`config.mk`:
```
export PLATFORM = sky130hd
export DESIGN_NAME = calc_scoreboard_flat
export DESIGN_NICKNAME = d
export VERILOG_FILES = /design/src/rtl/calc_scoreboard_if.sv /design/src/rtl/calc_scoreboard.sv /design/src/flat_wrapper.sv
export SDC_FILE = /design/constraint.sdc
export NUM_CORES = 1
export LEC_CHECK = 0
export BUFFER_PORTS_ARGS = -buffer_cell sky130_fd_sc_hd__buf_4
export CAP_MARGIN = 10
export CORE_ASPECT_RATIO = 1.4
export CORE_MARGIN = 2
export CORE_UTILIZATION = 53
export CTS_BUF_LIST = sky130_fd_sc_hd__clkbuf_16
export DETAILED_ROUTE_END_ITERATION = 16
export PLACE_DENSITY_LB_ADDON = 0.2
export SYNTH_ARGS = -nofsm -noshare
export SYNTH_HDL_FRONTEND = slang
export SYNTH_SLANG_ARGS = --single-unit
```
`constraint.sdc`:
```
create_clock -name c_clk -period 4.4 [get_ports c_clk]
set_input_delay 0.88 -clock c_clk [delete_from_list [all_inputs] [get_ports c_clk]]
set_output_delay 0.88 -clock c_clk [all_outputs]
set_load 0.05 [all_outputs]
```
`src/rtl/calc_scoreboard_if.sv`:
```
// Response buses into the calc scoreboard and its result outputs.
// master drives the ref/DUV responses; slave is the scoreboard itself.
interface calc_scoreboard_if #(
  parameter int NUM_PORTS = 4,
  parameter int DATA_W    = 32,
  parameter int RESP_W    = 2
);
  logic [NUM_PORTS*DATA_W-1:0] ref_out_data;
  logic [NUM_PORTS*RESP_W-1:0] ref_out_resp;
  logic [NUM_PORTS*DATA_W-1:0] duv_out_data;
  logic [NUM_PORTS*RESP_W-1:0] duv_out_resp;
  logic [NUM_PORTS-1:0]        mismatch;
  logic [NUM_PORTS-1:0]        timeout;
  logic [NUM_PORTS-1:0]        overflow;
  logic [15:0]                 match_count;
  logic [15:0]                 err_count;
  logic                        any_error;
  logic                        busy;

  modport master (
    output ref_out_data, ref_out_resp, duv_out_data, duv_out_resp,
    input  mismatch, timeout, overflow, match_count, err_count, any_error, busy
  );

  modport slave (
    input  ref_out_data, ref_out_resp, duv_out_data, duv_out_resp,
    output mismatch, timeout, overflow, match_count, err_count, any_error, busy
  );
endinterface

```
`src/rtl/calc_scoreboard.sv`:
```
// Latency-tolerant scoreboard: per-port FIFOs of reference responses matched in order
// against later DUV responses. Define CALC_SB_DISPLAY_EN to log each error event.
module calc_scoreboard #(
  parameter int NUM_PORTS = 4,
  parameter int DATA_W    = 32,
  parameter int RESP_W    = 2,
  parameter int DEPTH     = 4,
  parameter int TIMEOUT   = 15
) (
  input logic              c_clk,
  input logic              reset,
  calc_scoreboard_if.slave sb
);
  localparam int PTR_W = $clog2(DEPTH);
  localparam int CNT_W = PTR_W + 1;
  localparam int AGE_W = $clog2(TIMEOUT + 1);
  localparam int SUM_W = $clog2(NUM_PORTS + 1);
  localparam logic [RESP_W-1:0] RESP_SUCC = RESP_W'(1);

  typedef struct packed {
    logic [DATA_W-1:0] data;
    logic [RESP_W-1:0] resp;
  } entry_t;

  function automatic logic entry_match(entry_t exp_v, entry_t act_v);
    return (exp_v.resp === act_v.resp) &&
           ((exp_v.resp !== RESP_SUCC) || (exp_v.data === act_v.data));
  endfunction

  logic [NUM_PORTS-1:0] pass_v, mis_v, tmo_v, ovf_v, busy_v;
  logic [NUM_PORTS-1:0] mismatch_q, timeout_q, overflow_q;
  logic [15:0]          match_count_q, match_count_d;
  logic [15:0]          err_count_q, err_count_d;
  logic                 any_error_q, any_error_d;
  logic [SUM_W-1:0]     n_pass, n_err;
  logic [16:0]          match_sum, err_sum;

  for (genvar gi = 0; gi < NUM_PORTS; gi++) begin : g_port
    entry_t           mem_q [DEPTH];
    entry_t           ref_e, duv_e, head_e, exp_e;
    logic [PTR_W-1:0] rd_ptr_q, rd_ptr_d, wr_ptr_q, wr_ptr_d;
    logic [CNT_W-1:0] count_q, count_d;
    logic [AGE_W-1:0] age_q, age_d;
    logic             ref_ev, duv_ev, empty, full, cmp_ok;
    logic             push, pop, pass, mis, tmo, ovf;

    assign ref_e  = {sb.ref_out_data[gi*DATA_W +: DATA_W], sb.ref_out_resp[gi*RESP_W +: RESP_W]};
    assign duv_e  = {sb.duv_out_data[gi*DATA_W +: DATA_W], sb.duv_out_resp[gi*RESP_W +: RESP_W]};
    assign head_e = mem_q[rd_ptr_q];
    assign empty  = (count_q == '0);
    assign full   = (count_q == CNT_W'(DEPTH));
    assign ref_ev = (ref_e.resp != '0);
    // Case inequality so an X/Z DUV response still counts as an event.
    assign duv_ev = (duv_e.resp !== '0);
    // With an empty FIFO the simultaneous ref response is compared directly.
    assign exp_e  = empty ? ref_e : head_e;
    assign cmp_ok = entry_match(exp_e, duv_e);

    always_comb begin
      rd_ptr_d = rd_ptr_q;
      wr_ptr_d = wr_ptr_q;
      count_d  = count_q;
      age_d    = age_q;
      push     = 1'b0;
      pop      = 1'b0;
      pass     = 1'b0;
      mis      = 1'b0;
      tmo      = 1'b0;
      ovf      = 1'b0;
      if (duv_ev) begin
        if (empty && !ref_ev) begin
          mis = 1'b1;
        end else begin
          pass = cmp_ok;
          mis  = !cmp_ok;
          if (!empty) begin
            pop  = 1'b1;
            push = ref_ev;
          end
        end
      end else if (!empty && (age_q == AGE_W'(TIMEOUT))) begin
        pop  = 1'b1;
        tmo  = 1'b1;
        push = ref_ev;
      end else if (ref_ev) begin
        if (full) ovf = 1'b1;
        else      push = 1'b1;
      end

      if (pop)  rd_ptr_d = rd_ptr_q + PTR_W'(1);
      if (push) wr_ptr_d = wr_ptr_q + PTR_W'(1);
      count_d = count_q + CNT_W'(push) - CNT_W'(pop);
      // Age measures how long the current head has waited.
      if (pop || (push && empty)) age_d = '0;
      else if (!empty)            age_d = age_q + AGE_W'(1);
    end

    always_ff @(posedge c_clk or posedge reset) begin
      if (reset) begin
        rd_ptr_q <= '0;
        wr_ptr_q <= '0;
        count_q  <= '0;
        age_q    <= '0;
      end else begin
        rd_ptr_q <= rd_ptr_d;
        wr_ptr_q <= wr_ptr_d;
        count_q  <= count_d;
        age_q    <= age_d;
      end
    end

    always_ff @(posedge c_clk) begin
      if (push) mem_q[wr_ptr_q] <= ref_e;
    end

    assign pass_v[gi] = pass;
    assign mis_v[gi]  = mis;
    assign tmo_v[gi]  = tmo;
    assign ovf_v[gi]  = ovf;
    assign busy_v[gi] = !empty;

`ifdef CALC_SB_DISPLAY_EN
    always @(posedge c_clk) begin
      if (!reset && (mis || tmo || ovf)) begin
        $display("%0t calc_scoreboard port %0d %s: exp resp=%0d data=%h act resp=%0d data=%h",
                 $time, gi,
                 (mis && empty && !ref_ev) ? "unexpected" :
                 mis ? "mismatch" : tmo ? "timeout" : "overflow",
                 exp_e.resp, exp_e.data,
                 ovf ? ref_e.resp : duv_e.resp, ovf ? ref_e.data : duv_e.data);
      end
    end
`else
    // Synthesizable build carries no diagnostic output.
`endif
  end

  always_comb begin
    n_pass = '0;
    n_err  = '0;
    for (int p = 0; p < NUM_PORTS; p++) begin
      n_pass = n_pass + SUM_W'(pass_v[p]);
      n_err  = n_err + SUM_W'(mis_v[p] | tmo_v[p] | ovf_v[p]);
    end
    match_sum     = {1'b0, match_count_q} + 17'(n_pass);
    err_sum       = {1'b0, err_count_q} + 17'(n_err);
    match_count_d = match_sum[16] ? 16'hFFFF : match_sum[15:0];
    err_count_d   = err_sum[16] ? 16'hFFFF : err_sum[15:0];
    any_error_d   = any_error_q | (n_err != '0);
  end

  always_ff @(posedge c_clk or posedge reset) begin
    if (reset) begin
      mismatch_q    <= '0;
      timeout_q     <= '0;
      overflow_q    <= '0;
      match_count_q <= '0;
      err_count_q   <= '0;
      any_error_q   <= 1'b0;
    end else begin
      mismatch_q    <= mis_v;
      timeout_q     <= tmo_v;
      overflow_q    <= ovf_v;
      match_count_q <= match_count_d;
      err_count_q   <= err_count_d;
      any_error_q   <= any_error_d;
    end
  end

  assign sb.mismatch    = mismatch_q;
  assign sb.timeout     = timeout_q;
  assign sb.overflow    = overflow_q;
  assign sb.match_count = match_count_q;
  assign sb.err_count   = err_count_q;
  assign sb.any_error   = any_error_q;
  assign sb.busy        = |busy_v;
endmodule
```
`src/flat_wrapper.sv`:
```
// flat-port wrapper written by rule: the top's interface ports become plain ports
module calc_scoreboard_flat 
#(
  parameter int NUM_PORTS = 4,
  parameter int DATA_W    = 32,
  parameter int RESP_W    = 2,
  parameter int DEPTH     = 4,
  parameter int TIMEOUT   = 15
)
  (c_clk, reset, sb_ref_out_data, sb_ref_out_resp, sb_duv_out_data, sb_duv_out_resp, sb_mismatch, sb_timeout, sb_overflow, sb_match_count, sb_err_count, sb_any_error, sb_busy);
  calc_scoreboard_if #(.NUM_PORTS(NUM_PORTS), .DATA_W(DATA_W), .RESP_W(RESP_W)) sb_i ();
  input logic c_clk;
  input logic reset;
  input wire logic [$bits(sb_i.ref_out_data)-1:0] sb_ref_out_data;
  input wire logic [$bits(sb_i.ref_out_resp)-1:0] sb_ref_out_resp;
  input wire logic [$bits(sb_i.duv_out_data)-1:0] sb_duv_out_data;
  input wire logic [$bits(sb_i.duv_out_resp)-1:0] sb_duv_out_resp;
  output wire logic [$bits(sb_i.mismatch)-1:0] sb_mismatch;
  output wire logic [$bits(sb_i.timeout)-1:0] sb_timeout;
  output wire logic [$bits(sb_i.overflow)-1:0] sb_overflow;
  output wire logic [$bits(sb_i.match_count)-1:0] sb_match_count;
  output wire logic [$bits(sb_i.err_count)-1:0] sb_err_count;
  output wire logic [$bits(sb_i.any_error)-1:0] sb_any_error;
  output wire logic [$bits(sb_i.busy)-1:0] sb_busy;
  assign sb_i.ref_out_data = sb_ref_out_data;
  assign sb_i.ref_out_resp = sb_ref_out_resp;
  assign sb_i.duv_out_data = sb_duv_out_data;
  assign sb_i.duv_out_resp = sb_duv_out_resp;
  assign sb_mismatch = sb_i.mismatch;
  assign sb_timeout = sb_i.timeout;
  assign sb_overflow = sb_i.overflow;
  assign sb_match_count = sb_i.match_count;
  assign sb_err_count = sb_i.err_count;
  assign sb_any_error = sb_i.any_error;
  assign sb_busy = sb_i.busy;
  calc_scoreboard #(.NUM_PORTS(NUM_PORTS), .DATA_W(DATA_W), .RESP_W(RESP_W), .DEPTH(DEPTH), .TIMEOUT(TIMEOUT)) u_core (.c_clk(c_clk), .reset(reset), .sb(sb_i));
endmodule
```
# After elaboration in Yosys (flattened, before gate mapping)
# Memories as Yosys holds them, arrays and structs flattened.
# Cells that the tools add are included.
[op_classes]
bitwise = 9
shifts = 0
n_lt_le_gt_ge = 0
reduce_logical = 46
div_mod_pow = 0
multipliers = 0
n_mux = 98
add_sub_neg = 28
eq_ne = 28
[op_table]
columns = ["operator", "count"]
rows = [
  ["$mux W34", 4],
  ["$eqx A32 B32 Y1", 4],
  ["$mux W1", 84],
  ["$add A16 B3 Y17", 2],
  ["$mux W16", 2],
  ["$mux W4", 8],
  ["$add A3 B1 Y3", 6],
  ["$add A2 B1 Y2 const B", 8],
  ["$add A4 B1 Y4 const B", 4],
  ["$eq A4 B4 Y1 const B", 4],
  ["$logic_and A1 B1 Y1", 16],
  ["$nex A2 B1 Y1 const B", 8],
  ["$eq A3 B3 Y1 const B", 4],
  ["$logic_not A1 Y1", 12],
  ["$logic_not A3 Y1", 4],
  ["$or A3 B1 Y3", 4],
  ["$sub A3 B1 Y3", 4],
  ["$add A3 B3 Y3", 3],
  ["$eqx A2 B2 Y1", 4],
  ["$logic_or A1 B1 Y1", 8],
  ["$ne A2 B2 Y1 const B", 4],
  ["$reduce_bool A2 Y1", 4],
  ["$or A1 B1 Y1", 5],
  ["$reduce_or A4 Y1", 1],
  ["2 further kinds", 2],
]
[word_totals]
memories = 4
inputBits = 274
ram_bits = 544
rom_bits = 0
word_cells = 235
ff_bits = 89
latch_bits = 0
[mem_list]
columns = ["name", "depth", "word_bits", "read_ports", "rd_ports_with_merged_regs", "wr", "line_no", "source"]
rows = [
  ["u_core.g_port[0].mem_q", 4, 34, 1, 0, 1, "calc_scoreboard.sv:39", "entry_t mem_q [DEPTH];"],
  ["u_core.g_port[1].mem_q", 4, 34, 1, 0, 1, "calc_scoreboard.sv:39", ""],
  ["u_core.g_port[2].mem_q", 4, 34, 1, 0, 1, "calc_scoreboard.sv:39", ""],
  ["u_core.g_port[3].mem_q", 4, 34, 1, 0, 1, "calc_scoreboard.sv:39", ""],
]

# Depth between registers and ports, before layout
# Gate-level depths: netlist (run 1).
[logic_depth]
word_depth = 15
ltp_mapped = 22
ltp_nobuf = 19

# Least setup slack after synthesis (run 1)
# OpenSTA, ideal clock, no wires.
[synth_path]
kind = "input to register"
startpoint = "in sb_ref_out_data[9]"
endpoint = "reg u_core.match_count_q[1] (netlist: u_core.sb.match_count[1])"
t_required_ns = 4.332
setup_slack_ns = -0.334
arrival_ns = 4.666
cell_stages = 19
n_path_buf = 1
setup_time_ns = 0.068
path_cell_list = "xnor2_1 > nand4_1 > nor4_1 > nand3_1 > a211o_1 > a21oi_2 > o21bai_1 > ha_1 > fa_1 > ha_1 > inv_1 > fa_1 > nor2b_1 > o21ai_0 > nor3_1 > and3_1 > nand3_1 > clkbuf_1 > nand2_1"
[synth_between]
elab_chain_len = 11
[synth_lines]
columns = ["item", "line_no", "source"]
rows = [
  ["from (decl)", "flat_wrapper.sv:14", "input wire logic [$bits(sb_i.ref_out_data)-1:0] sb_ref_out_data;"],
  ["$mux W34", "calc_scoreboard.sv:56", "assign exp_e = empty ? ref_e : head_e;"],
  ["$eqx A32 B32 Y1", "calc_scoreboard.sv:27", "((exp_v.resp !== RESP_SUCC) || (exp_v.data === act_v.data));"],
  ["$logic_or A1 B1 Y1", "calc_scoreboard.sv:27", ""],
  ["$logic_and A1 B1 Y1", "calc_scoreboard.sv:26", "return (exp_v.resp === act_v.resp) &&"],
  ["$mux W1", "calc_scoreboard.sv:71", "if (empty && !ref_ev) begin"],
  ["$mux W1", "calc_scoreboard.sv:70", "if (duv_ev) begin"],
  ["$add A1 B1 Y2", "calc_scoreboard.sv:142", "n_pass = n_pass + SUM_W'(pass_v[p]);"],
  ["$add A3 B1 Y3 (2 in a row)", "calc_scoreboard.sv:142", ""],
  ["$add A16 B3 Y17", "calc_scoreboard.sv:145", "match_sum = {1'b0, match_count_q} + 17'(n_pass);"],
  ["$mux W16", "calc_scoreboard.sv:147", "match_count_d = match_sum[16] ? 16'hFFFF : match_sum[15:0];"],
  ["net u_core.match_count_d[1]", "calc_scoreboard.sv:32", "logic [15:0] match_count_q, match_count_d;"],
  ["to (signal assigned)", "calc_scoreboard.sv:164", "match_count_q <= match_count_d;"],
  ["to (decl)", "calc_scoreboard.sv:32", ""],
]
# The timed path passes the listed nets, and every way through them passes these cells.
# A chain may end at the register's enable or synchronous reset.

# Final worst setup path (run 1)
[layout_path]
startpoint = "reg u_core.g_port[1].rd_ptr_q[0]"
endpoint = "reg u_core.match_count_q[14] (netlist: u_core.sb.match_count[14])"
[layout_between]
elab_chain_len = 12
elab_cells_between_ends = 14
cone_classes = "add/sub: 4; eq/ne: 3; mux: 4; reduce/logical: 2; memory: 1"
[layout_lines]
columns = ["item", "line_no", "source"]
rows = [
  ["from (decl)", "calc_scoreboard.sv:41", "logic [PTR_W-1:0] rd_ptr_q, rd_ptr_d, wr_ptr_q, wr_ptr_d;"],
  ["from (signal assigned)", "calc_scoreboard.sv:105", "rd_ptr_q <= rd_ptr_d;"],
  ["$mem_v2 Z4 W34 (*)", "--", ""],
  ["$mux W34 (*)", "calc_scoreboard.sv:56", ""],
  ["$eqx A32 B32 Y1 or $nex A2 B1 Y1 (tied branches)", "calc_scoreboard.sv:27", ""],
  ["$logic_or A1 B1 Y1", "calc_scoreboard.sv:27", ""],
  ["$logic_and A1 B1 Y1 (*)", "calc_scoreboard.sv:26", ""],
  ["$mux W1 (*)", "calc_scoreboard.sv:71", ""],
  ["$mux W1 (*)", "calc_scoreboard.sv:70", ""],
  ["$add A1 B1 Y2 (*)", "calc_scoreboard.sv:142", ""],
  ["$add A3 B1 Y3 (*) (2 in a row)", "calc_scoreboard.sv:142", ""],
  ["$add A16 B3 Y17 (*)", "calc_scoreboard.sv:145", ""],
  ["$mux W16 (*)", "calc_scoreboard.sv:147", ""],
  ["net u_core.match_count_d[14]", "calc_scoreboard.sv:32", ""],
]
# The timed path passes the listed nets; every way through them passes the cells marked *.

==> flow_summary_export.csv, run 1 <==
group,metric,value,unit
global_route,groute.usage.overall,0.2425,
cts,cts_buffers,57,
cells_and_area,final-instance-count-excl-fill,2956,
flow_run,maxCapViolCount,0,
cells_and_area,finalInstanceArea,0.03546,mm2
worst_setup_path,crit_path_end_kind,"flip-flop",
global_route,grt-ovfl-total,0,
logic_synthesis,synth_fa_ha_area_frac,0.02318,
routing,wire_per_inst,21.70,um
cells_and_area,regArea,0.01857,mm2
logic_synthesis,synth-compound-area-share,0.01894,
global_route,grt_pass1_wl,98470,um
logic_synthesis,synth_top_family_by_area,"multiplexers",
worst_setup_path,r2r-start,"u_core.g_port[1].rd_ptr_q[0]",
timing,setup_tns,-15.77,ns
floorplan,die_y,273.1,um
routing,drt_iter0_drc,790,
logic_synthesis,ys_async_sr_fraction,0.1406,
logic_synthesis,syn_area,0.02742,mm2
cells_and_area,final_util,0.6935,
cells_and_area,fillCellCount,3439,
cts,ctsLongestPathBuffers,3,
logic_synthesis,synth-seq-cells,633,
floorplan,die_x,196.2,um
routing,dr.pass1.iters,5,
floorplan,dieArea,0.05360,mm2
worst_setup_path,r2r_slack,-0.55,ns
floorplan,core,0.05113,mm2
worst_hold_path,hp-class,"input port to asynchronous set/reset pin",
worst_setup_path,crit_arrival,5.49,ns
cells_and_area,nNetsFinal,2580,
logic_synthesis,synth_seq_area_share,0.6770,
worst_setup_path,reg2reg_depth,22,
worst_setup_path,cp_data_required_time,4.94,ns
worst_setup_path,critPathLaunchType,"flip-flop",
power,p_switching,7.380,mW
timing,finalCritPeriodShare,1.126,
timing,finalCriticalPeriod,4.953,ns
timing,tightest_slew,0.7865,ns
worst_setup_path,path_class,"flip-flop to flip-flop",
cts,cts_max_level,2,
logic_synthesis,synth-main-ff-cell,"edfxtp_1",
timing,rsz0062_at_grt,"true",
global_route,grt_max_degree,62,
logic_synthesis,synth_warnings,0,
timing,slew_headroom,0.4757,
placement,dpl_cell_area,0.03286,mm2
cts,clk_pin_slew,0.07,ns
logic_synthesis,synthTopCellsByArea,"edfxtp_1 (60%), mux4_2 (11%), dfrtp_1 (8.1%)",
routing,wl_met1,23850,um
worst_setup_path,path_max_fanout,5,
placement,dp_cells,2811,
worst_setup_path,r2r-end,"u_core.sb.match_count[14]",
routing,routed-wl-met3,3404,um
logic_synthesis,muxShareOfSynthArea,0.1133,
placement,dp_worst_setup_slack,-0.9473,ns
cts,cts_hold_buf,0,
global_route,antenna_found_initial,1,
logic_synthesis,synth-edff-count,544,
logic_synthesis,synthTopCellsByCount,"edfxtp_1 (544), xnor2_1 (178), mux4_2 (130)",
timing,setup_viol,33,
routing,ant_nets,0,
power,swShare,0.3176,
logic_synthesis,yosysMostFrequentCell,"edfxtp_1",
routing,vias,16266,
timing,skew,0.02054,ns
routing,routed_wl,64140,um
placement,gp_congestion,0.8199,
status,violations,"setup timing",
power,leakage,13.45,nW
floorplan,rows,98,
power,ir_worst_vdd,407.6,uV
cells_and_area,area.growth.synth_to_final,29.32,%
logic_synthesis,yosys.area_share.simple,0.05745,
cells_and_area,drive_gt1_frac,0.4095,
cts,cts_root_buf,"clkbuf_16",
cts,cts_tree,"built",
timing,slew_violations,0,
logic_synthesis,syn_inst,1592,
power,clkPwrFrac,0.212,
placement,place_hpwl,44320,um
cts,clk_latency,0.61,ns
worst_setup_path,crit_path_start,"u_core.g_port[1].rd_ptr_q[0]",
logic_synthesis,yosys.area.top_type,"edfxtp_1",
power,powerDensity,655.3,mW/mm2
cells_and_area,multi_input_area,0.008921,mm2
logic_synthesis,avgSynthCellArea,17.22,um2
logic_synthesis,synth_xor_area_frac,0.09551,
status,status,"complete, but fails checks",
timing,fin_ws,-0.5526,ns
floorplan,initial_core_util,0.5363,
timing,hold_viol,0,
placement,io_buffers,319,
power,intPower,15.86,mW
routing,vias_per_cell,5.503,
routing,highest_layer,"met4",
timing,fmax,0.2019,GHz
power,seqPwrFrac,0.389,
power,p_comb_frac,0.400,
floorplan,ios,320,
routing,route.met2.wl,34690,um
global_route,grt_pass1_vias,17819,
routing,drc_errors,0,
logic_synthesis,synth_fp_nets,1912,
logic_synthesis,synth_cell_types,59,
cts,cts.sinks,633,
logic_synthesis,yosysTopAreaCellShare,0.5958,
-- cell usage in the layout (no fill, tap or decap), drive strengths merged, types with 44 or more instances in the layout --
cell type / count
nand4: 44
clkbuf: 60
nand2: 69
xnor2: 178
inv: 53
nor2: 57
xor2: 121
dfrtp: 89
mux4: 136
buf: 651
edfxtp: 544
-- routing by layer --
layer / vias up / track usage
li1: 7466 / -
met1: 8219 / 0.2847
met2: 463 / 0.4466
met3: 118 / 0.04332
met4: 0 / 0.08652
met5: - / 0
-- critical path, cell delays in order (launching register included) --
cell	delay, ns
dfrtp_2	0.48
buf_6	0.15
buf_16	0.11
mux4_2	0.52
xnor2_2	0.18
nand4_1	0.21
nor4_4	0.35
buf_4	0.19
a21oi_4	0.06
nor3_2	0.17
buf_4	0.15
ha_4	0.19
fa_2	0.55
ha_4	0.14
inv_2	0.04
fa_2	0.38
nor2b_4	0.18
o21ai_4	0.09
nor3_4	0.20
and3_4	0.26
buf_6	0.11
nor2_2	0.03
a21oi_2	0.13
-- power groups by stage --
stage / sequential, mW / combinational, mW / clock [mW]
after CTS: 9.04 / 9.28 / 5.02
after floorplan: 9.30 / 5.44 / 0
after global placement: 9.00 / 8.50 / 0
after detailed placement: 9.13 / 8.69 / 0
final: 9.03 / 9.29 / 4.92
after global routing: 9.17 / 10.1 / 5.23
-- final cells by class --
| class | instances | share of cell area |
|---|---|---|
| antenna | 1 | 0.00007057 |
| clock buffer | 60 | 0.04234 |
| inverter | 37 | 0.003987 |
| multi-input combinational | 880 | 0.2516 |
| sequential | 633 | 0.5236 |
| tap | 650 | 0.02293 |
| timing repair buffer | 651 | 0.1455 |
| clock inverter | 44 | 0.009915 |
-- logic make-up (layout without fill, tap and decap cells) --
family          Yosys count  count (layout)
flops                   633             633
compound gates           85              85
buf+inv                  81             792
other cells               0               1
fa+ha+maj                46              46
simple gates            310             312
mux                     138             138
xor+xnor                299             299
-- how the worst max path moves through the flow --
stage	cells after the start	slack, ns	to
after floorplan	19	-0.02	u_core.sb.match_count[1]
after global placement	19	-0.90	u_core.sb.match_count[7]
after detailed placement	19	-0.95	u_core.sb.match_count[6]
after CTS	22	-0.47	u_core.sb.err_count[6]
after global routing	22	-0.74	u_core.sb.match_count[14]
final	22	-0.55	u_core.sb.match_count[14]
-- state kept, by name (all words and copies together), names as in the netlist --
register	count
u_core.g_port.wr_ptr_q	8
u_core.g_port.mem_q	544
u_core.sb.timeout	4
u_core.sb.mismatch	4
u_core.g_port.rd_ptr_q	8
u_core.g_port.count_q	12
u_core.sb.match_count	16
u_core.g_port.age_q	16
u_core.sb.err_count	16
u_core.sb.any_error	1
u_core.sb.overflow	4
-- stage by stage --
stage / power, mW / hold slack (ns)
final: 23.24 / 0.4131
after global routing: 24.48 / 0.4570
after CTS: 23.34 / 0.4169
after detailed placement: 17.82 / 0.4564
after global placement: 17.50 / 0.4639
after floorplan: 14.74 / 0.4460
-- repair_timing --
item | CTS | global route
gates cloned | 4 | 1
pin swaps | 27 | 19
buffers inserted | 27 | 10
resized for setup | 50 | 37
setup endpoints to repair | 33 | 33
Note: power is estimated with default switching activity, not from simulation.
==> inputs of run 2 (changes only) <==
SETUP_SLACK_MARGIN = 0.02   (was unset)
==> flow_summary_export.csv, run 2 (synthesis results as in run 1) <==
group,metric,value,unit
worst_setup_path,path_max_fanout,8,
placement,io_buffers,319,
cells_and_area,final_common_cell,"buf_4",
floorplan,initial_core_util,0.5363,
routing,dr.pass1.iters,5,
cells_and_area,fillCellCount,3417,
cts,cts_buffers,58,
worst_setup_path,r2r_slack,-0.41,ns
cts,cts_root_buf,"clkbuf_16",
global_route,grt_pass1_wl,96050,um
flow_run,maxCapViolCount,0,
routing,vias_per_cell,5.426,
floorplan,die_x,196.2,um
status,violations,"setup timing",
worst_setup_path,critPathLaunchType,"flip-flop",
worst_hold_path,hp-class,"input port to asynchronous set/reset pin",
worst_setup_path,cpLargestDelayFamily,"simple AND/OR/NAND/NOR gates",
timing,hold_viol,0,
cts,ctsLongestPathBuffers,3,
worst_setup_path,r2r-end,"u_core.sb.err_count[7]",
cts,cts_max_level,2,
worst_setup_path,reg2reg_depth,22,
power,finalPower,23.26,mW
timing,slew_violations,0,
power,intPower,15.82,mW
cells_and_area,final_util,0.6947,
cts,cts_tree,"built",
power,swShare,0.3199,
global_route,grt_pass1_vias,17320,
placement,gp_congestion,0.8113,
cells_and_area,multi_input_area,0.008964,mm2
floorplan,rows,98,
worst_setup_path,path_class,"flip-flop to flip-flop",
cells_and_area,largest_register_ffs,544,
global_route,grt-ovfl-total,0,
floorplan,core,0.05113,mm2
cells_and_area,nNetsFinal,2580,
cts,clk_pin_slew,0.07,ns
routing,wire_per_inst,21.13,um
power,seqPwrFrac,0.387,
floorplan,ios,320,
worst_setup_path,r2r-start,"u_core.g_port[1].rd_ptr_q[0]",
worst_setup_path,crit_arrival,5.34,ns
cells_and_area,layout_common_cells,"buf_4 (623), edfxtp_1 (544), xnor2_1 (166)",
power,ir_worst_vdd,418.8,uV
timing,setup_viol,32,
timing,rsz0062_at_grt,"true",
routing,vias,16051,
cts,cts_hold_buf,0,
worst_setup_path,cpMaxStageDelayCell,"mux4_2",
timing,tightest_slew,0.9227,ns
power,leakage,13.41,nW
cells_and_area,regArea,0.01857,mm2
timing,fin_ws,-0.4066,ns
timing,fmax,0.2080,GHz
timing,slew_headroom,0.3849,
worst_setup_path,cp_data_required_time,4.94,ns
power,powerDensity,654.9,mW/mm2
cells_and_area,area.growth.synth_to_final,29.55,%
timing,skew,0.01970,ns
power,clkPwrFrac,0.211,
placement,place_hpwl,43620,um
status,status,"complete, but fails checks",
routing,drt_iter0_drc,726,
global_route,grt_max_degree,72,
worst_setup_path,crit_chain,"buf_12, buf_12, mux4_2, xnor2_2, nand4_1, nor4_2, buf_4, a21oi_4, nor2_4, o21ai_4, fa_2, ha_4, ha_4, inv_2, fa_2, inv_2, a21oi_4, nor2_2, nand4_1, nor2_4, nand3_2, nand2_1",
floorplan,dieArea,0.05360,mm2
worst_setup_path,crit_buf_inv,5,
routing,routed_wl,62490,um
global_route,groute.usage.overall,0.2367,
cells_and_area,drive_gt1_frac,0.4135,
cts,cts.sinks,633,
worst_setup_path,cp_slowest_stage_delay,0.51,ns
global_route,antenna_found_initial,1,
timing,finalCriticalPeriod,4.807,ns
cells_and_area,top_register,"u_core.g_port.mem_q",
cts,clk_latency,0.61,ns
floorplan,die_y,273.1,um
timing,finalCritPeriodShare,1.092,
worst_setup_path,crit_path_end_kind,"flip-flop",
power,p_comb_frac,0.402,
routing,drc_errors,0,
routing,ant_nets,0,
power,p_switching,7.442,mW
==> run 2: cell count changes in the layout (fill, tap and decap cells not counted), moves of 3 or more <==
cell | before | now
buf_8 | 4 | 1
nor2_2 | 6 | 2
buf_12 | 13 | 22
nor2_1 | 48 | 51
ha_4 | 5 | 8
inv_1 | 44 | 39
inv_2 | 7 | 4
a21oi_2 | 5 | 2
clkinvlp_4 | 3 | 9
buf_6 | 11 | 4
clkinv_2 | 6 | 11
==> run 2: per-layer routing <==
layer / up-vias / share of wire / global-route usage
met5: - / 0 / 0
met4: 0 / 0.022 / 0.06400
met3: 84 / 0.054 / 0.04628
met2: 386 / 0.54 / 0.4394
met1: 8108 / 0.38 / 0.2807
li1: 7473 / - / -
==> run 2: worst max-delay path by stage <==
stage                                             from                        to  depth (start not counted)
after floorplan                     sb_ref_out_data[0]  u_core.sb.match_count[1]                         19
after global placement             sb_ref_out_data[10]  u_core.sb.match_count[7]                         19
after detailed placement           sb_ref_out_data[10]  u_core.sb.match_count[7]                         19
after CTS                 u_core.g_port[1].rd_ptr_q[0]  u_core.sb.match_count[6]                         20
after global routing      u_core.g_port[1].rd_ptr_q[0]    u_core.sb.err_count[8]                         22
final                     u_core.g_port[1].rd_ptr_q[0]    u_core.sb.err_count[7]                         22
==> run 2: through the flow <==
| step | std cells | setup TNS, ns | worst slack [ns] | cell area, um2 | hold WS (ns) |
|---|---|---|---|---|---|
| 6_report | 2958 | -10.13 | -0.4066 | 35520 | 0.4635 |
| 5_1_grt | 2958 | -16.07 | -0.5670 | 35520 | 0.4547 |
| 4_1_cts | 2947 | -11.58 | -0.3974 | 35280 | 0.4467 |
| 3_5_place_dp | 2819 | -28.12 | -0.9472 | 33020 | 0.4605 |
| 3_3_place_gp | 2819 | -25.25 | -0.8685 | 33020 | 0.4592 |
| 2_1_floorplan | 1592 | -0.1858 | -0.02385 | 27590 | 0.4460 |
==> run 2: repair_timing <==
action,4_1_cts,5_1_grt
resized for setup,53,26
pin swaps,30,18
setup endpoints to repair,32,32
buffers inserted,20,10
cloned,2,0
==> run 2: area by class of cell <==
cell class / instances / share of cell area
Sequential cell: 633 / 0.5227
Tap cell: 650 / 0.02290
Antenna cell: 1 / 0.00007045
Clock inverter: 48 / 0.01067
Timing Repair Buffer: 650 / 0.1458
Inverter: 37 / 0.003980
Clock buffer: 59 / 0.04156
Multi-Input combinational cell: 880 / 0.2523
==> run 2: power groups by stage <==
| stage | registers (mW) | clock network [mW] | logic (mW) |
|---|---|---|---|
| after CTS | 9.02 | 5.01 | 9.22 |
| after global placement | 9.00 | 0 | 8.58 |
| after floorplan | 9.30 | 0 | 5.45 |
| after global routing | 9.15 | 5.24 | 10.1 |
| final | 9.01 | 4.91 | 9.34 |
| after detailed placement | 9.13 | 0 | 8.76 |
==> inputs of run 3 (changes only) <==
BUFFER_PORTS_ARGS = unset   (was -buffer_cell sky130_fd_sc_hd__buf_4)
CORE_MARGIN = 1.5   (was 2)
CORE_UTILIZATION = 57   (was 53)
DONT_BUFFER_PORTS = 1   (was unset)
SLEW_MARGIN = 20   (was unset)
==> flow_summary_export.csv, run 3 (synthesis results as in run 1) <==
group,metric,value,unit
timing,rsz0062_at_grt,"true",
placement,gp_congestion,0.8091,
cts,cts_root_buf,"clkbuf_16",
cells_and_area,fillCellCount,3158,
routing,routed_wl,59810,um
worst_setup_path,cp_slowest_stage_delay,0.54,ns
cts,cts_max_level,2,
routing,drc_errors,0,
cells_and_area,final_common_cell,"edfxtp_1",
floorplan,die_x,188.4,um
power,p_switching,7.154,mW
power,powerDensity,713.1,mW/mm2
timing,skew,0.02229,ns
cts,clk_latency,0.61,ns
cts,cts.sinks,633,
power,swShare,0.3153,
floorplan,rows,94,
cells_and_area,regArea,0.01857,mm2
cells_and_area,layout_common_cells,"edfxtp_1 (544), xnor2_1 (162), mux4_2 (131)",
worst_setup_path,path_max_fanout,7,
global_route,grt_max_degree,57,
floorplan,die_y,262.5,um
cells_and_area,finalInstanceArea,0.03182,mm2
placement,dpl_cell_area,0.02921,mm2
power,ir_worst_vdd,626.7,uV
routing,wire_per_inst,24.55,um
power,p_comb_frac,0.366,
cells_and_area,area.growth.synth_to_final,16.04,%
status,status,"complete, but fails checks",
timing,setup_viol,32,
power,intPower,15.54,mW
placement,io_buffers,0,
worst_setup_path,path_class,"flip-flop to flip-flop",
cells_and_area,drive_gt1_frac,0.2566,
cts,cts_tree,"built",
floorplan,dieArea,0.04945,mm2
cts,clk_pin_slew,0.06,ns
routing,drt_iter0_drc,932,
cells_and_area,top_register,"u_core.g_port.mem_q",
routing,vias_per_cell,5.922,
floorplan,ios,320,
worst_setup_path,cp_data_required_time,4.92,ns
cts,ctsLongestPathBuffers,3,
timing,finalCritPeriodShare,1.107,
floorplan,core,0.04728,mm2
worst_setup_path,crit_arrival,5.40,ns
worst_setup_path,r2r-start,"u_core.g_port[1].rd_ptr_q[0]",
timing,finalCriticalPeriod,4.871,ns
power,seqPwrFrac,0.415,
global_route,grt_pass1_wl,90350,um
timing,tightest_slew,0.8387,ns
timing,hold_slack,0.2783,ns
global_route,grt-ovfl-total,0,
routing,vias,14426,
timing,slew_violations,0,
worst_setup_path,critPathLaunchType,"flip-flop",
timing,fin_ws,-0.4711,ns
placement,place_hpwl,41320,um
worst_hold_path,hp-class,"input port to asynchronous set/reset pin",
global_route,grt_pass1_vias,15467,
floorplan,initial_core_util,0.5799,
cells_and_area,largest_register_ffs,544,
worst_setup_path,crit_chain,"buf_12, clkbuf_16, mux4_2, xnor2_2, nand4_1, nor4_2, buf_4, a21oi_1, buf_4, nor3_4, buf_6, ha_4, fa_2, ha_4, inv_2, fa_2, nor2b_4, o21ai_4, nor3_2, and3_4, nand3_4, nand2b_1",
worst_setup_path,crit_buf_inv,6,
worst_setup_path,crit_path_end_kind,"flip-flop",
power,leakage,11.06,nW
timing,slew_headroom,0.4408,
global_route,antenna_found_initial,0,
worst_setup_path,reg2reg_depth,22,
worst_setup_path,cpMaxStageDelayCell,"fa_2",
routing,dr.pass1.iters,5,
cells_and_area,n_antenna_cell,0,
worst_setup_path,cpLargestDelayFamily,"simple AND/OR/NAND/NOR gates",
cells_and_area,multi_input_area,0.008990,mm2
power,clkPwrFrac,0.219,
worst_setup_path,r2r-end,"u_core.sb.match_count[0]",
worst_setup_path,r2r_slack,-0.47,ns
global_route,groute.usage.overall,0.2431,
cells_and_area,nNetsFinal,2083,
routing,ant_nets,0,
flow_run,maxCapViolCount,0,
cts,cts_buffers,57,
timing,hold_viol,0,
status,violations,"setup timing",
timing,fmax,0.2053,GHz
run 3: changes by cell type in the layout (fill, tap and decap cells not counted), moves of 5 or more:
cell,delta
clkinvlp_4,-7
buf_4,-499
buf_6,+6
inv_1,+5
run 3: per-layer routing:
metal	wire length (um)	vias up	GRT usage
li1	-	6465	-
met1	21460	7411	0.2809
met2	31690	443	0.4284
met3	4575	107	0.07091
met4	2088	0	0.08880
met5	0	-	0
run 3: worst max path at each step:
stage	startpoint	endpoint	slack, ns	cells past startpoint
global route	u_core.g_port[1].rd_ptr_q[0]	u_core.sb.match_count[0]	-0.74	22
floorplan	sb_ref_out_data[0]	u_core.sb.match_count[1]	-0.02	19
finish	u_core.g_port[1].rd_ptr_q[0]	u_core.sb.match_count[0]	-0.47	22
CTS	u_core.g_port[3].rd_ptr_q[0]	u_core.sb.err_count[14]	-0.54	22
detailed placement	u_core.g_port[3].rd_ptr_q[0]	u_core.sb.err_count[6]	-0.78	21
global placement	u_core.g_port[3].rd_ptr_q[0]	u_core.sb.err_count[6]	-0.70	21
run 3: power by group through the flow:
| stage | registers [mW] | logic [mW] | clock network, mW |
|---|---|---|---|
| 4_1_cts | 9.43 | 8.06 | 5.07 |
| 3_3_place_gp | 9.42 | 7.52 | 0 |
| 6_report | 9.42 | 8.30 | 4.97 |
| 3_5_place_dp | 9.55 | 7.66 | 0 |
| 2_1_floorplan | 9.30 | 5.45 | 0 |
| 5_1_grt | 9.54 | 9.04 | 5.28 |
run 3: timing repair:
action	in CTS	in global routing
setup endpoints to repair	32	32
gates cloned	3	1
pin swaps	26	28
setup buffers	17	11
resized for setup	52	36
hold buffers	0	0
endpoints found under the hold margin	0	0
run 3: final cells by class:
cell class                 instances  area share
clock buffer                      59     0.04640
clock inverter                    49     0.01278
inverter                          37    0.004443
multi-input combinational        880      0.2825
sequential                       633      0.5835
tap                              624     0.02454
timing repair buffer             154     0.04577
run 3: stage by stage:
| stage | worst slack [ns] | utilization | cells | power, mW | TNS, ns |
|---|---|---|---|---|---|
| floorplan | -0.02385 | - | 1592 | 14.75 | -0.1858 |
| global placement | -0.6995 | 0.6178 | 2298 | 16.93 | -19.40 |
| detailed placement | -0.7831 | 0.6178 | 2298 | 17.20 | -21.80 |
| CTS | -0.5403 | 0.6668 | 2425 | 22.57 | -13.26 |
| global route | -0.7449 | 0.6730 | 2436 | 23.87 | -21.46 |
| finish | -0.4711 | 0.6730 | 2436 | 22.69 | -12.68 |
